**config.mk**
```make
export PLATFORM = sky130hd
export DESIGN_NAME = axi_cmd_arbiter_flat
export DESIGN_NICKNAME = d
export VERILOG_FILES = /design/src/rtl/axi_cmd_pkg.sv /design/src/rtl/axi4_if.sv /design/src/rtl/axi_rr_select.sv /design/src/rtl/axi_cmd_arbiter.sv /design/src/flat_wrapper.sv
export SDC_FILE = /design/constraint.sdc
export NUM_CORES = 1
export LEC_CHECK = 0
export BUFFER_PORTS_ARGS = -buffer_cell sky130_fd_sc_hd__buf_2
export CAP_MARGIN = 20
export CORE_AREA = 3 3 118 120
export CTS_CLUSTER_SIZE = 40
export DETAILED_ROUTE_END_ITERATION = 16
export DIE_AREA = 0 0 121 123
export GPL_ROUTABILITY_DRIVEN = 1
export PLACE_DENSITY = 0.77
export SYNTH_ARGS = -nofsm -noshare
export SYNTH_HDL_FRONTEND = slang
export SYNTH_SLANG_ARGS = --single-unit
```
**constraint.sdc**
```tcl
create_clock -name clk -period 2.8 [get_ports clk]
set_input_delay 0.42 -clock clk [delete_from_list [all_inputs] [get_ports clk]]
set_output_delay 0.42 -clock clk [all_outputs]
set_load 0.05 [all_outputs]
```
**src/rtl/axi_cmd_pkg.sv**
```systemverilog
// Shared types and AXI encodings for the command arbiter.
package axi_cmd_pkg;

    typedef enum logic [1:0] {
        ST_IDLE = 2'd0,
        ST_ADDR = 2'd1,
        ST_RESP = 2'd2
    } arb_state_t;

    localparam logic [1:0] AXI_BURST_INCR  = 2'b01;
    localparam logic [1:0] AXI_RESP_OKAY   = 2'b00;
    localparam logic [1:0] AXI_RESP_EXOKAY = 2'b01;
    localparam logic [1:0] AXI_RESP_SLVERR = 2'b10;
    localparam logic [1:0] AXI_RESP_DECERR = 2'b11;

    // Burst attributes captured on accept; the address is kept separately since its width is a parameter.
    typedef struct packed {
        logic       write;
        logic [7:0] len;
        logic [2:0] size;
    } cmd_attr_t;

    // Higher encoding is the worse response.
    function automatic logic [1:0] resp_max(input logic [1:0] a, input logic [1:0] b);
        return (a > b) ? a : b;
    endfunction

endpackage

```
**src/rtl/axi4_if.sv**
```systemverilog
// AXI4 address and response channels used by the command arbiter.
interface axi4_if #(
    parameter int unsigned ADDR_WIDTH = 32,
    parameter int unsigned ID_WIDTH   = 4
);
    logic [ID_WIDTH-1:0]   awid;
    logic [ADDR_WIDTH-1:0] awaddr;
    logic [7:0]            awlen;
    logic [2:0]            awsize;
    logic [1:0]            awburst;
    logic                  awvalid;
    logic                  awready;

    logic [ID_WIDTH-1:0]   arid;
    logic [ADDR_WIDTH-1:0] araddr;
    logic [7:0]            arlen;
    logic [2:0]            arsize;
    logic [1:0]            arburst;
    logic                  arvalid;
    logic                  arready;

    logic                  bvalid;
    logic                  bready;
    logic [1:0]            bresp;

    logic                  rvalid;
    logic                  rready;
    logic                  rlast;
    logic [1:0]            rresp;

    modport master (
        output awid, awaddr, awlen, awsize, awburst, awvalid,
        output arid, araddr, arlen, arsize, arburst, arvalid,
        output bready,
        input  awready, arready, bvalid, bresp, rvalid, rready, rlast, rresp
    );

endinterface

```
**src/rtl/axi_rr_select.sv**
```systemverilog
// Round-robin pick: first asserted request after last_grant, wrapping.
module axi_rr_select #(
    parameter int unsigned NUM_REQ = 4
) (
    input  logic [NUM_REQ-1:0]         req,
    input  logic [$clog2(NUM_REQ)-1:0] last_grant,
    output logic [$clog2(NUM_REQ)-1:0] grant,
    output logic                       found
);

    localparam int unsigned IDX_W = $clog2(NUM_REQ);

    int unsigned cand;

    // Walk from the farthest offset down so the nearest hit is the one left standing.
    always_comb begin
        grant = '0;
        found = 1'b0;
        cand  = 0;
        for (int unsigned i = NUM_REQ; i >= 1; i--) begin
            cand = (32'(last_grant) + i) % NUM_REQ;
            if (req[IDX_W'(cand)]) begin
                grant = IDX_W'(cand);
                found = 1'b1;
            end
        end
    end

endmodule

```
**src/rtl/axi_cmd_arbiter.sv**
```systemverilog
// Arbitrates per-requester burst commands onto one AXI master, one burst in flight.
module axi_cmd_arbiter
    import axi_cmd_pkg::*;
#(
    parameter int unsigned NUM_REQ    = 4,
    parameter int unsigned ADDR_WIDTH = 32,
    parameter int unsigned ID_WIDTH   = 4
) (
    input  logic                          clk,
    input  logic                          resetn,
    input  logic [NUM_REQ-1:0]            req_valid,
    output logic [NUM_REQ-1:0]            req_ready,
    input  logic [NUM_REQ-1:0]            req_write,
    input  logic [NUM_REQ*ADDR_WIDTH-1:0] req_addr,
    input  logic [NUM_REQ*8-1:0]          req_len,
    input  logic [NUM_REQ*3-1:0]          req_size,
    output logic [$clog2(NUM_REQ)-1:0]    grant_idx,
    output logic                          grant_active,
    output logic [NUM_REQ-1:0]            done,
    output logic [1:0]                    done_resp,
    axi4_if.master                        master
);

    localparam int unsigned IDX_W = $clog2(NUM_REQ);

    arb_state_t            state;
    logic [IDX_W-1:0]      last_grant;
    logic [IDX_W-1:0]      sel_idx;
    logic                  sel_found;
    logic                  accept_c;
    logic [ADDR_WIDTH-1:0] sel_addr;
    cmd_attr_t             sel_attr;
    logic [ADDR_WIDTH-1:0] addr_q;
    cmd_attr_t             attr_q;
    logic                  awvalid_q;
    logic                  arvalid_q;
    logic                  bready_q;
    logic [1:0]            rresp_acc;

    axi_rr_select #(.NUM_REQ(NUM_REQ)) u_rr_select (
        .req        (req_valid),
        .last_grant (last_grant),
        .grant      (sel_idx),
        .found      (sel_found)
    );

    // Mux the winner's command fields out of the packed request buses.
    always_comb begin
        sel_addr = '0;
        sel_attr = '0;
        for (int unsigned i = 0; i < NUM_REQ; i++) begin
            if (IDX_W'(i) == sel_idx) begin
                sel_addr       = req_addr[i*ADDR_WIDTH +: ADDR_WIDTH];
                sel_attr.write = req_write[i];
                sel_attr.len   = req_len[i*8 +: 8];
                sel_attr.size  = req_size[i*3 +: 3];
            end
        end
    end

    // Accept is combinational so the requester sees ready in the cycle it is chosen.
    always_comb begin
        req_ready = '0;
        accept_c  = resetn && (state == ST_IDLE) && sel_found;
        if (accept_c) begin
            req_ready = NUM_REQ'(1) << sel_idx;
        end
    end

    always_ff @(posedge clk or negedge resetn) begin
        if (!resetn) begin
            state        <= ST_IDLE;
            last_grant   <= IDX_W'(NUM_REQ - 1);
            grant_idx    <= '0;
            grant_active <= 1'b0;
            done         <= '0;
            done_resp    <= AXI_RESP_OKAY;
            addr_q       <= '0;
            attr_q       <= '0;
            awvalid_q    <= 1'b0;
            arvalid_q    <= 1'b0;
            bready_q     <= 1'b0;
            rresp_acc    <= AXI_RESP_OKAY;
        end else begin
            done <= '0;
            case (state)
                ST_IDLE: begin
                    if (accept_c) begin
                        grant_idx    <= sel_idx;
                        last_grant   <= sel_idx;
                        grant_active <= 1'b1;
                        addr_q       <= sel_addr;
                        attr_q       <= sel_attr;
                        awvalid_q    <= sel_attr.write;
                        arvalid_q    <= !sel_attr.write;
                        rresp_acc    <= AXI_RESP_OKAY;
                        state        <= ST_ADDR;
                    end
                end
                ST_ADDR: begin
                    if ((awvalid_q && master.awready) || (arvalid_q && master.arready)) begin
                        awvalid_q <= 1'b0;
                        arvalid_q <= 1'b0;
                        bready_q  <= attr_q.write;
                        state     <= ST_RESP;
                    end
                end
                ST_RESP: begin
                    if (attr_q.write) begin
                        if (master.bvalid) begin
                            bready_q         <= 1'b0;
                            done[grant_idx]  <= 1'b1;
                            done_resp        <= master.bresp;
                            grant_active     <= 1'b0;
                            state            <= ST_IDLE;
                        end
                    end else if (master.rvalid && master.rready) begin
                        rresp_acc <= resp_max(rresp_acc, master.rresp);
                        if (master.rlast) begin
                            done[grant_idx] <= 1'b1;
                            done_resp       <= resp_max(rresp_acc, master.rresp);
                            grant_active    <= 1'b0;
                            state           <= ST_IDLE;
                        end
                    end
                end
                default: state <= ST_IDLE;
            endcase
        end
    end

    assign master.awid    = ID_WIDTH'(grant_idx);
    assign master.awaddr  = addr_q;
    assign master.awlen   = attr_q.len;
    assign master.awsize  = attr_q.size;
    assign master.awburst = AXI_BURST_INCR;
    assign master.awvalid = awvalid_q;
    assign master.arid    = ID_WIDTH'(grant_idx);
    assign master.araddr  = addr_q;
    assign master.arlen   = attr_q.len;
    assign master.arsize  = attr_q.size;
    assign master.arburst = AXI_BURST_INCR;
    assign master.arvalid = arvalid_q;
    assign master.bready  = bready_q;

endmodule
```
**src/flat_wrapper.sv**
```systemverilog
// flat-port wrapper written by rule: the top's interface ports become plain ports
module axi_cmd_arbiter_flat import axi_cmd_pkg::*;
#(
    parameter int unsigned NUM_REQ    = 4,
    parameter int unsigned ADDR_WIDTH = 32,
    parameter int unsigned ID_WIDTH   = 4
)
  (clk, resetn, req_valid, req_ready, req_write, req_addr, req_len, req_size, grant_idx, grant_active, done, done_resp, master_awid, master_awaddr, master_awlen, master_awsize, master_awburst, master_awvalid, master_arid, master_araddr, master_arlen, master_arsize, master_arburst, master_arvalid, master_bready, master_awready, master_arready, master_bvalid, master_bresp, master_rvalid, master_rready, master_rlast, master_rresp);
  axi4_if #(.ADDR_WIDTH(ADDR_WIDTH), .ID_WIDTH(ID_WIDTH)) master_i ();
  input  logic clk;
  input  logic resetn;
  input  logic [NUM_REQ-1:0] req_valid;
  output logic [NUM_REQ-1:0] req_ready;
  input  logic [NUM_REQ-1:0] req_write;
  input  logic [NUM_REQ*ADDR_WIDTH-1:0] req_addr;
  input  logic [NUM_REQ*8-1:0] req_len;
  input  logic [NUM_REQ*3-1:0] req_size;
  output logic [$clog2(NUM_REQ)-1:0] grant_idx;
  output logic grant_active;
  output logic [NUM_REQ-1:0] done;
  output logic [1:0] done_resp;
  output wire logic [$bits(master_i.awid)-1:0] master_awid;
  output wire logic [$bits(master_i.awaddr)-1:0] master_awaddr;
  output wire logic [$bits(master_i.awlen)-1:0] master_awlen;
  output wire logic [$bits(master_i.awsize)-1:0] master_awsize;
  output wire logic [$bits(master_i.awburst)-1:0] master_awburst;
  output wire logic [$bits(master_i.awvalid)-1:0] master_awvalid;
  output wire logic [$bits(master_i.arid)-1:0] master_arid;
  output wire logic [$bits(master_i.araddr)-1:0] master_araddr;
  output wire logic [$bits(master_i.arlen)-1:0] master_arlen;
  output wire logic [$bits(master_i.arsize)-1:0] master_arsize;
  output wire logic [$bits(master_i.arburst)-1:0] master_arburst;
  output wire logic [$bits(master_i.arvalid)-1:0] master_arvalid;
  output wire logic [$bits(master_i.bready)-1:0] master_bready;
  input wire logic [$bits(master_i.awready)-1:0] master_awready;
  input wire logic [$bits(master_i.arready)-1:0] master_arready;
  input wire logic [$bits(master_i.bvalid)-1:0] master_bvalid;
  input wire logic [$bits(master_i.bresp)-1:0] master_bresp;
  input wire logic [$bits(master_i.rvalid)-1:0] master_rvalid;
  input wire logic [$bits(master_i.rready)-1:0] master_rready;
  input wire logic [$bits(master_i.rlast)-1:0] master_rlast;
  input wire logic [$bits(master_i.rresp)-1:0] master_rresp;
  assign master_awid = master_i.awid;
  assign master_awaddr = master_i.awaddr;
  assign master_awlen = master_i.awlen;
  assign master_awsize = master_i.awsize;
  assign master_awburst = master_i.awburst;
  assign master_awvalid = master_i.awvalid;
  assign master_arid = master_i.arid;
  assign master_araddr = master_i.araddr;
  assign master_arlen = master_i.arlen;
  assign master_arsize = master_i.arsize;
  assign master_arburst = master_i.arburst;
  assign master_arvalid = master_i.arvalid;
  assign master_bready = master_i.bready;
  assign master_i.awready = master_awready;
  assign master_i.arready = master_arready;
  assign master_i.bvalid = master_bvalid;
  assign master_i.bresp = master_bresp;
  assign master_i.rvalid = master_rvalid;
  assign master_i.rready = master_rready;
  assign master_i.rlast = master_rlast;
  assign master_i.rresp = master_rresp;
  axi_cmd_arbiter #(.NUM_REQ(NUM_REQ), .ADDR_WIDTH(ADDR_WIDTH), .ID_WIDTH(ID_WIDTH)) u_core (.clk(clk), .resetn(resetn), .req_valid(req_valid), .req_ready(req_ready), .req_write(req_write), .req_addr(req_addr), .req_len(req_len), .req_size(req_size), .grant_idx(grant_idx), .grant_active(grant_active), .done(done), .done_resp(done_resp), .master(master_i));
endmodule
```
After elaboration in Yosys (flattened, before gate mapping)
Index checks and enable logic that the tools add are counted.
{"block": "word_totals", "register_bits": 62, "wordCells": 125}
{"block": "classes", "addsub": 4, "magnitude_cmp": 7, "n_eq_ne": 15, "n_shift": 1, "n_mux": 62, "n_reduce_logical": 22}
{"op": "two-way mux 32 bit", "n": 4}
{"op": "two-way mux 12 bit", "n": 4}
{"op": "two-way mux 2 bit", "n": 18}
{"op": "two-way mux 4 bit", "n": 6}
{"op": "two-way mux 1 bit", "n": 19}
{"op": "less-than comparator 2 x 3 -> 1 bit (second input constant)", "n": 5}
{"op": "AND reduction 4 bit", "n": 3}
{"op": "AND reduction 5 bit", "n": 2}
{"op": "nonzero test 2 bit", "n": 5}
{"op": "binary-select mux 1 bit (select 2 bit)", "n": 4}
{"op": "!= test 2 x 1 -> 1 bit (second input constant)", "n": 4}
{"op": "one-hot mux 1 bit (2 select lines)", "n": 4}
{"op": "logical AND 1 bit", "n": 6}
{"op": "!= test 2 bit (second input constant)", "n": 3}
{"op": "one-hot mux 2 bit (3 select lines)", "n": 1}
{"op": "adder 2 x 1 -> 2 bit (second input constant)", "n": 2}
{"op": "adder 2 bit (second input constant)", "n": 2}
{"op": "== test 2 bit (first input constant)", "n": 2}
{"op": "logical NOT 2 bit", "n": 2}
{"op": "one-hot mux 2 bit (2 select lines)", "n": 1}
{"op": "left shift 1 x 2 -> 4 bit (first input constant)", "n": 1}
{"op": "!= test 3 x 1 -> 1 bit (second input constant)", "n": 1}
{"op": "!= test 3 x 2 -> 1 bit (second input constant)", "n": 1}
{"op": "!= test 3 bit (second input constant)", "n": 1}
{"op": "other kinds (10)", "n": 10}

Depth between registers and ports, before layout
{"block": "depth", "word_depth": 15, "ltp_mapped": 8, "ltp_nobuf": 7}

By module
From an unflattened synthesis, not the netlist that was laid out.
{"block": "unflattened", "cells_unflattened": 422, "hier_area_um2": 4257.8}
{"module": "axi_cmd_arbiter", "instances": 1, "cells_per_inst": 408, "area_per_inst_um2": 4166.5, "seq_area_each_um2": 1554.0}
{"module": "axi_rr_select", "instances": 1, "cells_per_inst": 14, "area_per_inst_um2": 91.3, "seq_area_each_um2": 0.0}

Least setup slack after synthesis
Ideal clock, no wire load.
{"block": "synth_path", "path_kind": "input port to output port", "start": "input port req_valid[1]", "end": "output port req_ready[2]", "arrival_ns": 2.537, "required_time_ns": 2.380, "setup_slack_ns": -0.157, "path_stages": 6, "path_buffers": 3, "path_cell_list": "or2_1 > a311o_1 > buf_6 > buf_4 > clkbuf_1 > nor3_1"}
{"block": "synth_between", "elab_chain_cells": 8}
{"item": "start, declared", "line": "flat_wrapper.sv:12", "text": "input logic [NUM_REQ-1:0] req_valid;"}
{"item": "binary-select mux 1 bit (select 2 bit)", "line": "axi_rr_select.sv:22", "text": "if (req[IDX_W'(cand)]) begin"}
{"item": "two-way mux 1 bit (not written as such)", "line": "axi_rr_select.sv:22"}
{"item": "two-way mux 2 bit or two-way mux 1 bit (tied branches) (4 in series)", "line": "axi_rr_select.sv:22"}
{"item": "left shift 1 x 2 -> 4 bit or logical AND 1 bit (tied branches)", "line": "axi_cmd_arbiter.sv:66, axi_cmd_arbiter.sv:64"}
{"item": "two-way mux 4 bit *", "line": "axi_cmd_arbiter.sv:65", "text": "if (accept_c) begin"}
{"item": "end, declared", "line": "flat_wrapper.sv:13", "text": "output logic [NUM_REQ-1:0] req_ready;"}
Every way passes the cells marked *; elsewhere a longest branch is shown, timed or not. The select of a mux whose other input is x is not followed.

Final worst setup path
{"block": "layout_path", "start": "register u_core.last_grant[1]", "end": "output port req_ready[3]"}
{"block": "layout_between", "elab_chain_cells": 9}
{"item": "start, declared", "line": "axi_cmd_arbiter.sv:27", "text": "logic [IDX_W-1:0] last_grant;"}
{"item": "start signal, assigned", "line": "axi_cmd_arbiter.sv:73", "text": "last_grant <= IDX_W'(NUM_REQ - 1);"}
{"item": "start signal, assigned", "line": "axi_cmd_arbiter.sv:90", "text": "last_grant <= sel_idx;"}
{"item": "adder 2 x 1 -> 2 bit", "line": "axi_rr_select.sv:21", "text": "cand = (32'(last_grant) + i) % NUM_REQ;"}
{"item": "binary-select mux 1 bit (select 2 bit)", "line": "axi_rr_select.sv:22"}
{"item": "two-way mux 1 bit (not written as such)", "line": "axi_rr_select.sv:22"}
{"item": "two-way mux 2 bit or two-way mux 1 bit (tied branches) (4 in series)", "line": "axi_rr_select.sv:22"}
{"item": "left shift 1 x 2 -> 4 bit or logical AND 1 bit (tied branches)", "line": "axi_cmd_arbiter.sv:66, axi_cmd_arbiter.sv:64"}
{"item": "two-way mux 4 bit *", "line": "axi_cmd_arbiter.sv:65"}
Marks and branches as above.

==> flow_summary_export.csv <==
group,metric,value,unit
critical_path,cp_top_family,"simple AND/OR/NAND/NOR gates",
synth,synth.distinct_cells,44,
global_route,grt_usage,18.4,%
clocking,cts_tree,"done",
routing,final_antenna_net_count,0,
power,pwr_density_cell,1410,nW/um^2
critical_path,timing.rr.end,"u_core.master.arsize[1]",
sta,setup_tns,0,ps
place,place.gp.congestion,0.782,
power,p_int,3450,uW
synth,synth_cells,499,
clocking,clockRootBuffer,"clkbuf_16",
sta,setup_violations,0,
power,sw_frac_of_total,58.0,%
sta,slew_viol_final,0,
synth,synth.largest_area_cell,"dfrtp_1",
synth,ys_ff_latch,62,
sta,slew_headroom,46.6,%
floorplan,io_pins,306,
clocking,htree_levels,3,
job,cap_violations,0,
critical_path,cp-startpoint,"u_core.last_grant[1]",
critical_path,worstPathRequired,2380,ps
global_route,grt_max_degree,63,
critical_path,worst_setup_path_end_kind,"primary output",
floorplan,die_w,121,um
sta,finalCriticalPeriod,2580,ps
clocking,cts_setup_buffers,0,
critical_path,path_class,"reg2out",
critical_path,crit_path_max_fanout,17,
synth,synth_area_per_cell,8.60,um^2
clocking,ctsHoldBuffers,0,
power,switchingPower,4770,uW
final_layout,fillCellCount,1292,
routing,wl_per_cell,15.9,um
routing,dr.pass1.iters,6,
floorplan,num_rows,42,
critical_path,r2r-start,"u_core.last_grant[0]",
sta,rsz0062_at_grt,"no",
critical_path,rr_worst_depth,6,
power,pwr-share-comb,65.4,%
clocking,post_cts_resized,0,
final_layout,insertedDiodeCount,0,
routing,viasPerCell,4.97,
clocking,clk_path_buf_depth,2,
power,pwr-share-clk,13.6,%
clocking,cts.sink_count,62,
floorplan,core,13100,um^2
floorplan,die-area,14900,um^2
sta,timing.final.crit_share,92.3,%
floorplan,start_util,32.8,%
place,port_buffers,297,
synth,yosys_warnings,0,
final_layout,drive_gt1_share,49.0,%
clocking,numCtsBuffers,9,
clocking,insertion_delay,330,ps
worst_hold_path,hp-class,"in2async",
run_status,status,"completed",
clocking,clk_pin_slew,60,ps
sta,skew,9.55,ps
routing,wl,14.4,mm
global_route,grt_pass1_wl,21.3,mm
critical_path,cpPeakStageDelay,630,ps
synth,synthArstFlopShare,100,%
critical_path,worst-path-buf-inv,2,
floorplan,fp.dieH,123,um
final_layout,final_net_count,922,
critical_path,crit_chain,"nand2b_1 -> a21boi_0 -> and2_2 -> nand2_1 -> inv_1 -> buf_2",
global_route,grt_pass1_vias,4179,
power,irDropWorstVdd,0.759,mV
critical_path,slowest_stage,"dfstp_2",
power,seq_power_share,21.0,%
synth,synth.cell_area,4290,um^2
sta,final-hold-violation-count,0,
power,report.power.total,8220,uW
power,power.leakage,0.00307,uW
critical_path,arrival,2160,ps
final_layout,syn_to_final_growth,35.6,%
synth,synthFlopType,"dfrtp_1",
critical_path,reg2reg_slack,480,ps
global_route,grt_remaining_overflow,0,
synth,yosys-top-cells-area,"dfrtp_1 (35%), buf_4 (12%), a21oi_1 (9.7%), mux2_4 (5.9%), nor2_1 (5.9%)",
critical_path,crit_cells,6,
critical_path,crit_end,"req_ready[3]",
critical_path,start_kind,"register",
sta,max_clock_freq,0.387,GHz
synth,yosysSeqAreaShare,36.2,%
routing,drtIter0Drc,222,
routing,drc,0,
synth,synth_edf_count,0,
sta,tightestPinTransition,801,ps
global_route,antenna_found_initial,0,
place,post-dp-hpwl,10.9,mm
routing,vias,4515,
synth,synth_top_area_share,35.0,%
-- metrics by stage --
step / hold WS (ps) / cells / utilization [%] / worst slack, ps / cell area (um^2)
final: 293 / 908 / 44.5 / 215 / 5820
after global routing: 333 / 908 / 44.5 / 33.8 / 5820
after CTS: 300 / 907 / 44.4 / 207 / 5820
after detailed placement: 465 / 891 / 42.1 / 414 / 5520
after global placement: 460 / 891 / 42.1 / 449 / 5520
after floorplan: 124 / 505 / - / 85.5 / 4320
-- how the worst min path moves through the flow --
stage / startpoint / endpoint / slack (ps) / depth (start not counted)
final: resetn / u_core.master.arlen[4] / 290 / 2
after global placement: u_core.done_resp[1] / u_core.done_resp[1] / 460 / 2
after CTS: req_addr[96] / u_core.master.araddr[0] / 300 / 3
after detailed placement: u_core.done_resp[1] / u_core.done_resp[1] / 460 / 2
after floorplan: resetn / u_core.attr_q[11] / 120 / 0
after global routing: req_addr[96] / u_core.master.araddr[0] / 330 / 3
-- registers in the layout, summed over array words and instances (netlist names) --
| name | flops |
|---|---|
| u_core.master.arsize | 3 |
| u_core.grant_idx | 2 |
| u_core.master.arvalid | 1 |
| u_core.master.bready | 1 |
| u_core.last_grant | 2 |
| u_core.state | 2 |
| u_core.master.arlen | 8 |
| u_core.rresp_acc | 2 |
| u_core.done_resp | 2 |
| u_core.done | 4 |
| u_core.master.awvalid | 1 |
| u_core.grant_active | 1 |
| u_core.master.araddr | 32 |
| u_core.attr_q | 1 |
-- synthesized netlist by cell type (all sizes together) (2+ instances only) --
| master | number |
|---|---|
| a21oi | 83 |
| buf | 75 |
| nor2 | 67 |
| dfrtp | 60 |
| nand2 | 38 |
| clkbuf | 25 |
| mux2 | 24 |
| a211o | 20 |
| a222oi | 17 |
| o21ai | 12 |
| inv | 11 |
| mux2i | 8 |
| nand2b | 7 |
| nor3 | 5 |
| o221ai | 5 |
| nand3 | 4 |
| and3 | 3 |
| ha | 3 |
| nor2b | 3 |
| nor3b | 3 |
| o22ai | 3 |
| a22o | 2 |
| a31oi | 2 |
| and2 | 2 |
| conb | 2 |
| dfstp | 2 |
-- layout make-up --
class	count	area (um^2)	share of cell area [%]
Inverter	11	41.3	0.709
Tap cell	176	220	3.78
Clock inverter	7	75.1	1.29
Sequential cell	62	1550	26.7
Timing Repair Buffer	311	1630	28.0
Clock buffer	9	225	3.87
Multi-Input combinational cell	332	2080	35.6
-- cell usage in the layout (no fill, tap or decap), types with 11 or more instances in the layout --
master and n:
buf_2 296, a21oi_1 83, nor2_1 67, dfrtp_1 60, nand2_1 38, a211o_1 20
mux2_4 17, a222oi_1 17, o21ai_0 12, buf_4 12, inv_1 11
-- metal layers --
| metal | part of all wire (%) | vias to the layer above | GRT usage [%] |
|---|---|---|---|
| met5 | 0 | - | 0 |
| li1 | - | 2153 | - |
| met2 | 52 | 240 | 34.0 |
| met4 | 1.1 | 0 | 4.82 |
| met1 | 40 | 2115 | 22.1 |
| met3 | 7.6 | 7 | 3.16 |
-- kinds of logic (layout without fill, tap and decap cells) --
| logic type | count (synthesis) | after routing | synth area share (%) |
|---|---|---|---|
| flops | 62 | 62 | 36.2 |
| simple gates | 136 | 136 | 13.6 |
| other cells | 2 | 8 | 0.175 |
| fa+ha+maj | 3 | 3 | 0.874 |
| buf+inv | 111 | 338 | 16.4 |
| mux | 32 | 32 | 9.65 |
| compound gates | 153 | 153 | 23.1 |
-- power by group through the flow --
stage               Combinational [uW]  Sequential [uW]  Clock (uW)
global route                      5720             1800        1190
floorplan                         3760             2620           0
global placement                  5360             1720           0
CTS                               5400             1730        1160
detailed placement                5400             1730           0
finish                            5380             1720        1120
(Power assumes the default switching activity.)
